--- config.mk ---
export PLATFORM = sky130hd
export DESIGN_NAME = fetch_stage_q
export DESIGN_NICKNAME = d
export VERILOG_FILES = /design/src/rtl/fetch_stage_q.sv
export SDC_FILE = /design/constraint.sdc
export NUM_CORES = 1
export LEC_CHECK = 0
export BUFFER_PORTS_ARGS = -buffer_cell sky130_fd_sc_hd__clkbuf_2
export CAP_MARGIN = 5
export CORE_ASPECT_RATIO = 0.9
export CORE_MARGIN = 1
export CORE_UTILIZATION = 45
export DETAILED_ROUTE_END_ITERATION = 8
export PLACE_DENSITY = 0.75
export SLEW_MARGIN = 0
export SYNTH_ARGS = -nofsm -noshare
export SYNTH_HDL_FRONTEND = slang
export SYNTH_SLANG_ARGS = --single-unit
--- constraint.sdc ---
create_clock -name clk -period 3.34 [get_ports clk]
set_clock_uncertainty 0.15 [all_clocks]
set_input_delay 0.501 -clock clk [delete_from_list [all_inputs] [get_ports clk]]
set_output_delay 0.501 -clock clk [all_outputs]
set_load 0.005 [all_outputs]
--- src/rtl/fetch_stage_q.sv ---
// IF stage: PC register, single-outstanding imem request FSM, prefetch queue and IF/ID register.
// Define FETCH_BYPASS_EN to let responses skip an empty queue and issue back-to-back.
module fetch_stage_q #(
  parameter int              XLEN     = 32,
  parameter int              ILEN     = 32,
  parameter logic [XLEN-1:0] RESET_PC = '0,
  parameter int              FQ_DEPTH = 4
) (
  input  logic            clk,
  input  logic            rst,
  input  logic            PCSrcE,
  input  logic [XLEN-1:0] PCTargetE,
  input  logic            StallD,
  input  logic            FlushD,
  output logic            ImemReq,
  output logic [XLEN-1:0] ImemAddr,
  input  logic            ImemGnt,
  input  logic            ImemRValid,
  input  logic [ILEN-1:0] ImemRData,
  output logic [ILEN-1:0] InstrD,
  output logic [XLEN-1:0] PCD,
  output logic [XLEN-1:0] PCPlus4D,
  output logic            ValidD
);

  localparam int PTRW = $clog2(FQ_DEPTH);
  localparam int CNTW = PTRW + 1;
  localparam logic [CNTW-1:0] DEPTH_C = CNTW'(FQ_DEPTH);

  typedef enum logic {
    S_REQ,
    S_WAIT
  } fetchStateT;

  fetchStateT state;
  logic            drop;
  logic [XLEN-1:0] pcF;
  logic [XLEN-1:0] tagPc;

  logic [ILEN-1:0] qInstr [FQ_DEPTH];
  logic [XLEN-1:0] qPc    [FQ_DEPTH];
  logic [PTRW-1:0] headPtr;
  logic [PTRW-1:0] tailPtr;
  logic [CNTW-1:0] count;

  logic            qEmpty;
  logic            notFull;
  logic            respValid;
  logic            respKeep;
  logic            decodeAdvance;
  logic            bypass;
  logic            push;
  logic            pop;
  logic            reqWait;
  logic            grant;
  logic [CNTW-1:0] countAfter;
  logic [XLEN-1:0] targetAligned;

  assign targetAligned = {PCTargetE[XLEN-1:2], 2'b00};
  assign qEmpty        = (count == '0);
  assign notFull       = (count < DEPTH_C);
  assign respValid     = (state == S_WAIT) && ImemRValid;
  assign respKeep      = respValid && !drop && !PCSrcE;
  assign decodeAdvance = !FlushD && !PCSrcE && !StallD;
  assign pop           = decodeAdvance && !qEmpty;
  assign push          = respKeep && !bypass;
  assign countAfter    = count + CNTW'(push) - CNTW'(pop);

`ifdef FETCH_BYPASS_EN
  // An empty queue means the response is the oldest word, so it may go straight to IF/ID.
  assign bypass  = respKeep && decodeAdvance && qEmpty;
  assign reqWait = respValid && !PCSrcE && (countAfter < DEPTH_C);
`else
  assign bypass  = 1'b0;
  assign reqWait = 1'b0;
`endif

  assign ImemReq  = !rst && (((state == S_REQ) && notFull) || ((state == S_WAIT) && reqWait));
  assign ImemAddr = pcF;
  assign grant    = ImemReq && ImemGnt;

  // Request FSM and PC; a grant taken alongside a redirect is tracked but its data dropped.
  always_ff @(posedge clk) begin
    if (rst) begin
      state <= S_REQ;
      drop  <= 1'b0;
      pcF   <= RESET_PC;
      tagPc <= '0;
    end else begin
      if (grant) begin
        tagPc <= pcF;
      end
      if (PCSrcE) begin
        pcF <= targetAligned;
        if (state == S_REQ) begin
          if (grant) begin
            state <= S_WAIT;
            drop  <= 1'b1;
          end
        end else if (ImemRValid) begin
          state <= S_REQ;
          drop  <= 1'b0;
        end else begin
          drop <= 1'b1;
        end
      end else begin
        unique case (state)
          S_REQ: begin
            if (grant) begin
              state <= S_WAIT;
              drop  <= 1'b0;
              pcF   <= pcF + XLEN'(4);
            end
          end
          S_WAIT: begin
            if (ImemRValid) begin
              drop <= 1'b0;
              if (grant) begin
                state <= S_WAIT;
                pcF   <= pcF + XLEN'(4);
              end else begin
                state <= S_REQ;
              end
            end
          end
        endcase
      end
    end
  end

  // Queue bookkeeping; a redirect empties it in one cycle.
  always_ff @(posedge clk) begin
    if (rst || PCSrcE) begin
      headPtr <= '0;
      tailPtr <= '0;
      count   <= '0;
    end else begin
      if (push) begin
        tailPtr <= tailPtr + PTRW'(1);
      end
      if (pop) begin
        headPtr <= headPtr + PTRW'(1);
      end
      count <= countAfter;
    end
  end

  always_ff @(posedge clk) begin
    if (push) begin
      qInstr[tailPtr] <= ImemRData;
      qPc[tailPtr]    <= tagPc;
    end
  end

  // IF/ID register: flush/redirect beats stall, stall beats refill.
  always_ff @(posedge clk) begin
    if (rst) begin
      InstrD   <= '0;
      PCD      <= '0;
      PCPlus4D <= '0;
      ValidD   <= 1'b0;
    end else if (FlushD || PCSrcE) begin
      ValidD <= 1'b0;
    end else if (StallD) begin
      ValidD <= ValidD;
    end else if (bypass) begin
      InstrD   <= ImemRData;
      PCD      <= tagPc;
      PCPlus4D <= tagPc + XLEN'(4);
      ValidD   <= 1'b1;
    end else if (!qEmpty) begin
      InstrD   <= qInstr[headPtr];
      PCD      <= qPc[headPtr];
      PCPlus4D <= qPc[headPtr] + XLEN'(4);
      ValidD   <= 1'b1;
    end else begin
      ValidD <= 1'b0;
    end
  end

endmodule

==> results.yml, run 1 <==
detailed_routing:
  dr_total_vias: 10500
  wl_per_cell_um: 19.3
  ant_nets: 0
  drc: 0
  drt_iter0_drc: 772
  routed_wl_mm: 36.7
  via_per_inst: 5.50
  dr.pass1.iters: 5
setup_path:
  crit_required_ps: 3630
  worst_path_max_delay_cell: "or3_1"
  cpPeakStageDelay_ps: 540
  regToRegEndpoint: "PCPlus4D[18]$_SDFFE_PP0P_"
  critical_path.top_delay_family: "simple AND/OR/NAND/NOR gates"
  cp-start-kind: "flop"
  rrSetupSlack_ps: 440
  critPathBufInv: 1
  crit_arrival_ps: 3190
  path_cells: "buf_4, mux4_1, nand3_4, or3_1, or4_1, a311oi_1"
  worst_setup_path_end_kind: "flop"
  rr_worst_depth: 6
  crit_fanout: 10
  path_class: "flop to flop"
pwr:
  p_leak_uw: 0.00660
  power.density_nw_per_um2: 551
  fin_total_pwr_uw: 10400
  ir_worst_vdd_uv: 401
cts:
  cts_root_buf: "clkbuf_16"
  clk_latency_ps: 550
  numCtsBuffers: 42
  cts.reportedPaths.clkPinSlew_ps: 60
  cts.repair.resized: 0
  cts.sinks: 412
  htree_levels: 2
  clk_path_buf_depth: 3
  post_cts_buffers: 0
  cts_tree: "built"
run_status:
  outcome: "finished clean"
placed_design:
  dp_hpwl_mm: 23.7
  dp_slack_ps: 486
  portBuffers: 192
  gp_congestion: 0.842
grt:
  antenna_found_initial: 0
  grt_pass1_vias: 10200
  grt_max_degree: 160
  grt_overflow_total: 0
  grt_pass1_wl_mm: 57.3
  grt_use_total_pct: 20.1
synth:
  synthTopCellsByCount: "edfxtp_1, nand2_1, dfxtp_1"
  synth_seq_cells: 412
  syn_inst: 1206
  synth.largest_area_cell: "edfxtp_1"
  syn_area_per_cell_um2: 13.2
  ys.flop_type: "edfxtp_1"
  synth_top_area_share_pct: 46.6
  async_flop_share_pct: 0
  syn_area_um2: 16000
  ys_seq_area_share_pct: 67.2
  synth_edf_count: 248
  synthTopCellsByArea: "edfxtp_1, dfxtp_1, mux4_2"
  synth_cell_types: 48
  post-synth-top-count-cell: "edfxtp_1"
  yosysWarningCount: 0
timing:
  fin_tns_setup_ps: 0
  finalHoldViolations: 0
  rsz0062_at_grt: "false"
  whs_ps: 19.7
  post-route-period-util_pct: 86.8
  period_minus_slack_ps: 2900
  worst_pin_slew_ps: 959
  setup_violations: 0
  maxSlewHeadroom_pct: 36.0
  slew_viol_final: 0
  layout_setup_ws_ps: 442
  fmax_mhz: 345
layout:
  num-nets-final: 1477
  drive_gt1_share_pct: 24.9
  antenna_cells: 0
  nFillCells: 2866
  areaGrowthSynthToFinish_pct: 18.8
  final_util_pct: 54.2
hold_path:
  whs_path_depth: 1
  holdCritStartpoint: "ImemRData[1]"
  hold_path.class: "primary input to flop"
  min_to: "qInstr[1][1]$_DFFE_PP_"
die:
  num_rows: 65
  die_width_um: 201
  start_util_pct: 45.7
  die_area_um2: 36200
  core_area_um2: 35000
  die_h_um: 181
  ios: 201
flow_run:
  maxCapViolCount: 0
[worst max path at each step]
stage                           endpoint  slack, ps  cells after the start   start
6_report       PCPlus4D[18]$_SDFFE_PP0P_        440                      6    flop
5_1_grt        PCPlus4D[18]$_SDFFE_PP0P_        330                      6    flop
4_1_cts        PCPlus4D[18]$_SDFFE_PP0P_        480                      6    flop
2_1_floorplan     qInstr[1][0]$_DFFE_PP_         60                      3  PCSrcE
3_5_place_dp   PCPlus4D[18]$_SDFFE_PP0P_        490                      6    flop
3_3_place_gp         count[2]$_SDFF_PP0_        490                     11  StallD
[cell type report]
class	count	area, µm²	area share, %
clock buffers	59	1190	6.30
clock inverters	19	225	1.19
inverters	17	65.1	0.343
multi-input cells	704	4860	25.6
flip-flops and latches	412	10700	56.6
well taps	469	587	3.09
repair buffers	220	1290	6.82
[cells by family (layout without fill, tap and decap cells)]
group / after synthesis / in the layout / share of synthesized area, %
compound gates: 173 / 173 / 6.60
xor+xnor: 37 / 37 / 2.03
mux: 66 / 66 / 9.04
other cells: 1 / 6 / 0.0235
buf+inv: 95 / 315 / 2.54
flops: 412 / 412 / 67.2
fa+ha+maj: 9 / 9 / 0.752
simple gates: 413 / 413 / 11.8
[cell usage in the layout, fill, tap and decap left out, types with 16 or more instances in the layout]
cell type,n
nand2_1,216
buf_4,17
mux4_2,60
clkbuf_2,191
inv_1,16
nor3_1,18
a21oi_1,100
xnor2_1,32
edfxtp_1,248
a211oi_1,32
nand3_1,22
dfxtp_1,161
clkbuf_16,42
nor4_1,19
nor2_1,71
[metal layers]
layer	vias to the layer above	GRT usage [%]	routed length, µm
li1	4870	-	-
met1	5122	27.6	15800
met2	396	32.6	17500
met3	67	3.63	2420
met4	0	6.50	993
met5	-	0	0
[state kept, by name (all words and copies together), names as in the netlist, 3 cells and up, named ones only]
register	cells
InstrD	32
PCD	30
qPc	120
PCPlus4D	30
count	3
tagPc	30
qInstr	128
ImemAddr	30
[power by group]
group | total [µW] | leakage [µW] | internal (µW) | switching (µW)
Clock | 4670 | 0.000691 | 2700 | 1980
Sequential | 5490 | 0.00378 | 5420 | 63.0
Combinational | 283 | 0.00213 | 116 | 167
Total | 10400 | 0.00660 | 8240 | 2210
[through the flow]
step	instance area, µm²	cells
floorplan	16000	1211
global placement	17500	1819
detailed placement	17500	1819
CTS	19000	1899
global route	19000	1900
finish	19000	1900
[what timing repair did]
| item | in CTS | in global routing |
|---|---|---|
| endpoints found under the setup margin | 0 | 0 |
| hold endpoints to repair | 2 | 4 |
| hold buffers | 2 | 1 |
Power figures use the tool's default switching activity.
==> inputs of run 2 (changes only) <==
- CELL_PAD_IN_SITES_DETAIL_PLACEMENT: default -> 1
- CELL_PAD_IN_SITES_GLOBAL_PLACEMENT: default -> 1
- CORE_UTILIZATION: 45 -> 43
- MAX_ROUTING_LAYER: default -> met4
- PLACE_DENSITY: 0.75 -> 0.84
==> results.yml, run 2 (same netlist as run 1, synthesis figures left out) <==
cts:
  numCtsBuffers: 43
  cts.sinks: 412
  cts_tree: "built"
  cts.repair.resized: 0
  htree_levels: 2
  clk_latency_ps: 540
  clk_path_buf_depth: 3
  cts_root_buf: "clkbuf_16"
  cts.reportedPaths.clkPinSlew_ps: 60
  post_cts_buffers: 0
timing:
  maxSlewHeadroom_pct: 21.8
  fmax_mhz: 348
  setup_violations: 0
  rsz0062_at_grt: "false"
  post-route-period-util_pct: 85.9
  fin_tns_setup_ps: 0
  slew_viol_final: 0
  worst_pin_slew_ps: 1170
  whs_ps: 30.1
  period_minus_slack_ps: 2870
  finalHoldViolations: 0
layout:
  largest_reg_flops: 128
  multi_input_area_um2: 4860
  areaGrowthSynthToFinish_pct: 18.6
  drive_gt1_share_pct: 25.2
  final_common_cell: "edfxtp_1"
  regMostFlops: "qInstr"
  seqCellArea_um2: 10700
  stdcell_area_um2: 18900
  antenna_cells: 0
  largest_registers: "qInstr: 128 flops, qPc: 120 flops, InstrD: 32 flops"
  nFillCells: 3697
  num-nets-final: 1476
  final_util_pct: 52.1
  final_cell_mix: "edfxtp_1, nand2_1, clkbuf_2"
setup_path:
  path_class: "flop to flop"
  worst_setup_path_end_kind: "flop"
  cp-start-kind: "flop"
  crit_required_ps: 3640
  cpPeakStageDelay_ps: 530
  worst_path_max_delay_cell: "or4_1"
  path_cells: "buf_12, mux4_2, nand3_2, or3_1, or4_1, a311oi_1"
  crit_fanout: 24
  crit_arrival_ps: 3170
grt:
  grt_pass1_wl_mm: 62.4
  grt_pass1_vias: 11000
  grt_overflow_total: 0
  grt_max_degree: 111
  grt_use_total_pct: 22.1
  antenna_found_initial: 0
pwr:
  switching_share_pct: 21.4
  seqPwrFrac_pct: 52.0
  ir_worst_vdd_uv: 340
  comb_power_share_pct: 2.8
  p_sw_uw: 2260
  internal_power_uw: 8320
  power.density_nw_per_um2: 558
  pwr-share-clk_pct: 45.3
  p_leak_uw: 0.00659
die:
  die_h_um: 185
  start_util_pct: 43.9
  core_area_um2: 36300
  ios: 201
  die_area_um2: 37900
  num_rows: 66
  die_width_um: 205
detailed_routing:
  drt_iter0_drc: 599
  wl_met2_mm: 19.5
  wl_per_cell_um: 21.2
  dr_total_vias: 10400
  drc: 0
  via_per_inst: 5.47
  wl_met3_mm: 1.47
  ant_nets: 0
  highest_layer: "met4"
  dr.pass1.iters: 5
  met1Wirelength_mm: 18.7
  routed_wl_mm: 40.5
placed_design:
  gp_congestion: 0.794
  dp_hpwl_mm: 26.5
  portBuffers: 192
  place_area_um2: 17500
run_status:
  outcome: "finished clean"
flow_run:
  maxCapViolCount: 0
hold_path:
  hold_path.class: "primary input to flop"
[run 2: what timing repair did]
item	CTS	global route
hold buffers	1	0
hold endpoints to repair	1	0
setup endpoints to repair	0	0
[run 2: worst max-delay path: cells and delay by family (launching register included)]
kind,cells,cell delay [ps]
compound gates,1,260
buf+inv,1,270
flops,1,500
mux,1,370
simple gates,3,1210
[run 2: per-stage QoR]
stage | worst slack (ps) | power (µW) | std cells
3_3_place_gp | 485 | 5870 | 1826
4_1_cts | 430 | 10700 | 1907
2_1_floorplan | 62.6 | 5730 | 1211
6_report | 470 | 10600 | 1907
5_1_grt | 274 | 10900 | 1907
3_5_place_dp | 379 | 5890 | 1826
[run 2: worst paths after layout]
path         slack, ps                    start  cells after the start                   endpoint
max                470                     flop                      6  PCPlus4D[20]$_SDFFE_PP0P_
min                 30            ImemRData[18]                      1    qInstr[1][18]$_DFFE_PP_
max reg2reg        470                     flop                      6  PCPlus4D[20]$_SDFFE_PP0P_
min reg2reg        310  InstrD[27]$_SDFFE_PP0P_                      2    InstrD[27]$_SDFFE_PP0P_
[run 2: layout make-up]
cell class / instances / share of cell area (%)
multi-input combinational: 704 / 25.7
tap: 476 / 3.15
timing repair buffer: 218 / 6.66
clock buffer: 53 / 6.04
clock inverter: 27 / 1.45
inverter: 17 / 0.344
sequential: 412 / 56.7
[run 2: routing by layer]
metal | up-vias | global-route usage, %
li1 | 4871 | -
met1 | 5265 | 29.4
met2 | 230 | 35.7
met3 | 60 | 3.22
met4 | 0 | 5.54
met5 | - | -
[run 2: power by group through the flow]
stage | Combinational, µW | Clock, µW | Sequential [µW]
3_5_place_dp | 291 | 0 | 5600
5_1_grt | 322 | 5060 | 5500
6_report | 292 | 4790 | 5490
4_1_cts | 295 | 4870 | 5490
3_3_place_gp | 276 | 0 | 5590
2_1_floorplan | 155 | 0 | 5580
==> inputs of run 3 (changes only) <==
- CELL_PAD_IN_SITES_DETAIL_PLACEMENT: 1 -> default
- CELL_PAD_IN_SITES_GLOBAL_PLACEMENT: 1 -> default
- CORE_UTILIZATION: 43 -> 45
- PLACE_DENSITY: 0.84 -> 0.75
==> results.yml, run 3 (same netlist as run 1, synthesis figures left out) <==
placed_design:
  dp_hpwl_mm: 23.7
  gp_congestion: 0.855
  dp_slack_ps: 486
  portBuffers: 192
  dp_cells: 1819
grt:
  met3_usage_pct: 3.73
  grt_pass1_vias: 10200
  use_met2_pct: 32.7
  grt_util_met1_pct: 27.5
  grt_max_degree: 160
  antenna_found_initial: 0
  grt_pass1_wl_mm: 57.4
  grt.busiest_layer: "met2"
  grt_use_total_pct: 20.8
  grt_overflow_total: 0
die:
  core_area_um2: 35000
  ios: 201
  num_rows: 65
  start_util_pct: 45.7
  die_width_um: 201
  die_area_um2: 36200
  die_h_um: 181
setup_path:
  rrSetupSlack_ps: 460
  cp-start-kind: "flop"
  crit_required_ps: 3630
  rr_worst_depth: 6
  crit_fanout: 10
  path_class: "flop to flop"
  regToRegEndpoint: "PCPlus4D[18]$_SDFFE_PP0P_"
  crit_arrival_ps: 3170
  worst_setup_path_end_kind: "flop"
layout:
  layout.cells.non_filler: 1900
  largest_reg_flops: 128
  largest_registers: "qInstr: 128 flops, qPc: 120 flops, InstrD: 32 flops"
  areaGrowthSynthToFinish_pct: 18.8
  final_cell_mix: "edfxtp_1, nand2_1, clkbuf_2"
  nFillCells: 2866
  final_common_cell: "edfxtp_1"
  num-nets-final: 1477
  final_util_pct: 54.2
  regMostFlops: "qInstr"
  antenna_cells: 0
  drive_gt1_share_pct: 24.9
timing:
  whs_ps: 20.9
  rsz0062_at_grt: "false"
  worst_pin_slew_ps: 969
  fmax_mhz: 347
  finalHoldViolations: 0
  slew_viol_final: 0
  fin_tns_setup_ps: 0
  layout_setup_ws_ps: 462
  post-route-period-util_pct: 86.2
  maxSlewHeadroom_pct: 35.4
  setup_violations: 0
  period_minus_slack_ps: 2880
cts:
  cts_tree: "built"
  post_cts_buffers: 0
  numCtsBuffers: 42
  cts_root_buf: "clkbuf_16"
  htree_levels: 2
  cts.reportedPaths.clkPinSlew_ps: 60
  cts.repair.resized: 0
  cts_hold_buf: 2
  clk_latency_ps: 550
  clk_path_buf_depth: 3
  cts.sinks: 412
detailed_routing:
  drc: 0
  wl_per_cell_um: 19.4
  routed_wl_mm: 36.8
  dr.pass1.iters: 5
  drt_iter0_drc: 752
  ant_nets: 0
  via_per_inst: 5.49
  dr_total_vias: 10400
pwr:
  p_leak_uw: 0.00660
  power.density_nw_per_um2: 551
  ir_worst_vdd_uv: 402
hold_path:
  holdCritStartpoint: "ImemRData[1]"
  hold_path.class: "primary input to flop"
  min_to: "qInstr[1][1]$_DFFE_PP_"
  whs_path_depth: 1
flow_run:
  maxCapViolCount: 0
run_status:
  outcome: "finished clean"
run 3: cell count changes in the layout (fill, tap and decap cells not counted), sizes merged:
cell,delta
dlygate4sd3,+2
bufinv,-2
clkbuf,+6
clkinvlp,-3
inv,-2
clkinv,-1
run 3: cell type report:
class                   count  area, µm²  area share, %
clock inverters            19        225           1.19
well taps                 469        587           3.09
multi-input cells         704       4860           25.6
clock buffers              59       1190           6.30
repair buffers            220       1290           6.82
flip-flops and latches    412      10700           56.6
inverters                  17       65.1          0.343
run 3: where the power goes:
part / switching [µW] / leakage [µW] / internal [µW]
clock: 1990 / 0.000691 / 2700
sequential: 62.8 / 0.00378 / 5420
combinational: 167 / 0.00213 / 116
run 3: metal layers:
layer | up-vias | wire (µm)
li1 | 4863 | -
met1 | 5112 | 15700
met2 | 400 | 17600
met3 | 61 | 2530
met4 | 0 | 978
met5 | - | 0
run 3: how the worst max path moves through the flow:
stage,cells past startpoint,end
after floorplan,3,qInstr[1][0]$_DFFE_PP_
after global placement,11,count[2]$_SDFF_PP0_
after detailed placement,6,PCPlus4D[18]$_SDFFE_PP0P_
after CTS,6,PCPlus4D[18]$_SDFFE_PP0P_
after global routing,6,PCPlus4D[18]$_SDFFE_PP0P_
final,6,PCPlus4D[18]$_SDFFE_PP0P_
run 3: worst max-delay path: stages, from the launching register on:
cell      delay, ps
dfxtp_2         390
buf_4           190
mux4_1          510
nand3_4         180
or3_1           540
or4_1           520
a311oi_1        300
run 3: per-stage QoR:
stage	power, µW	area (µm²)
floorplan	5730	16000
global placement	5860	17500
finish	10500	19000
detailed placement	5880	17500
CTS	10500	19000
global route	10700	19000
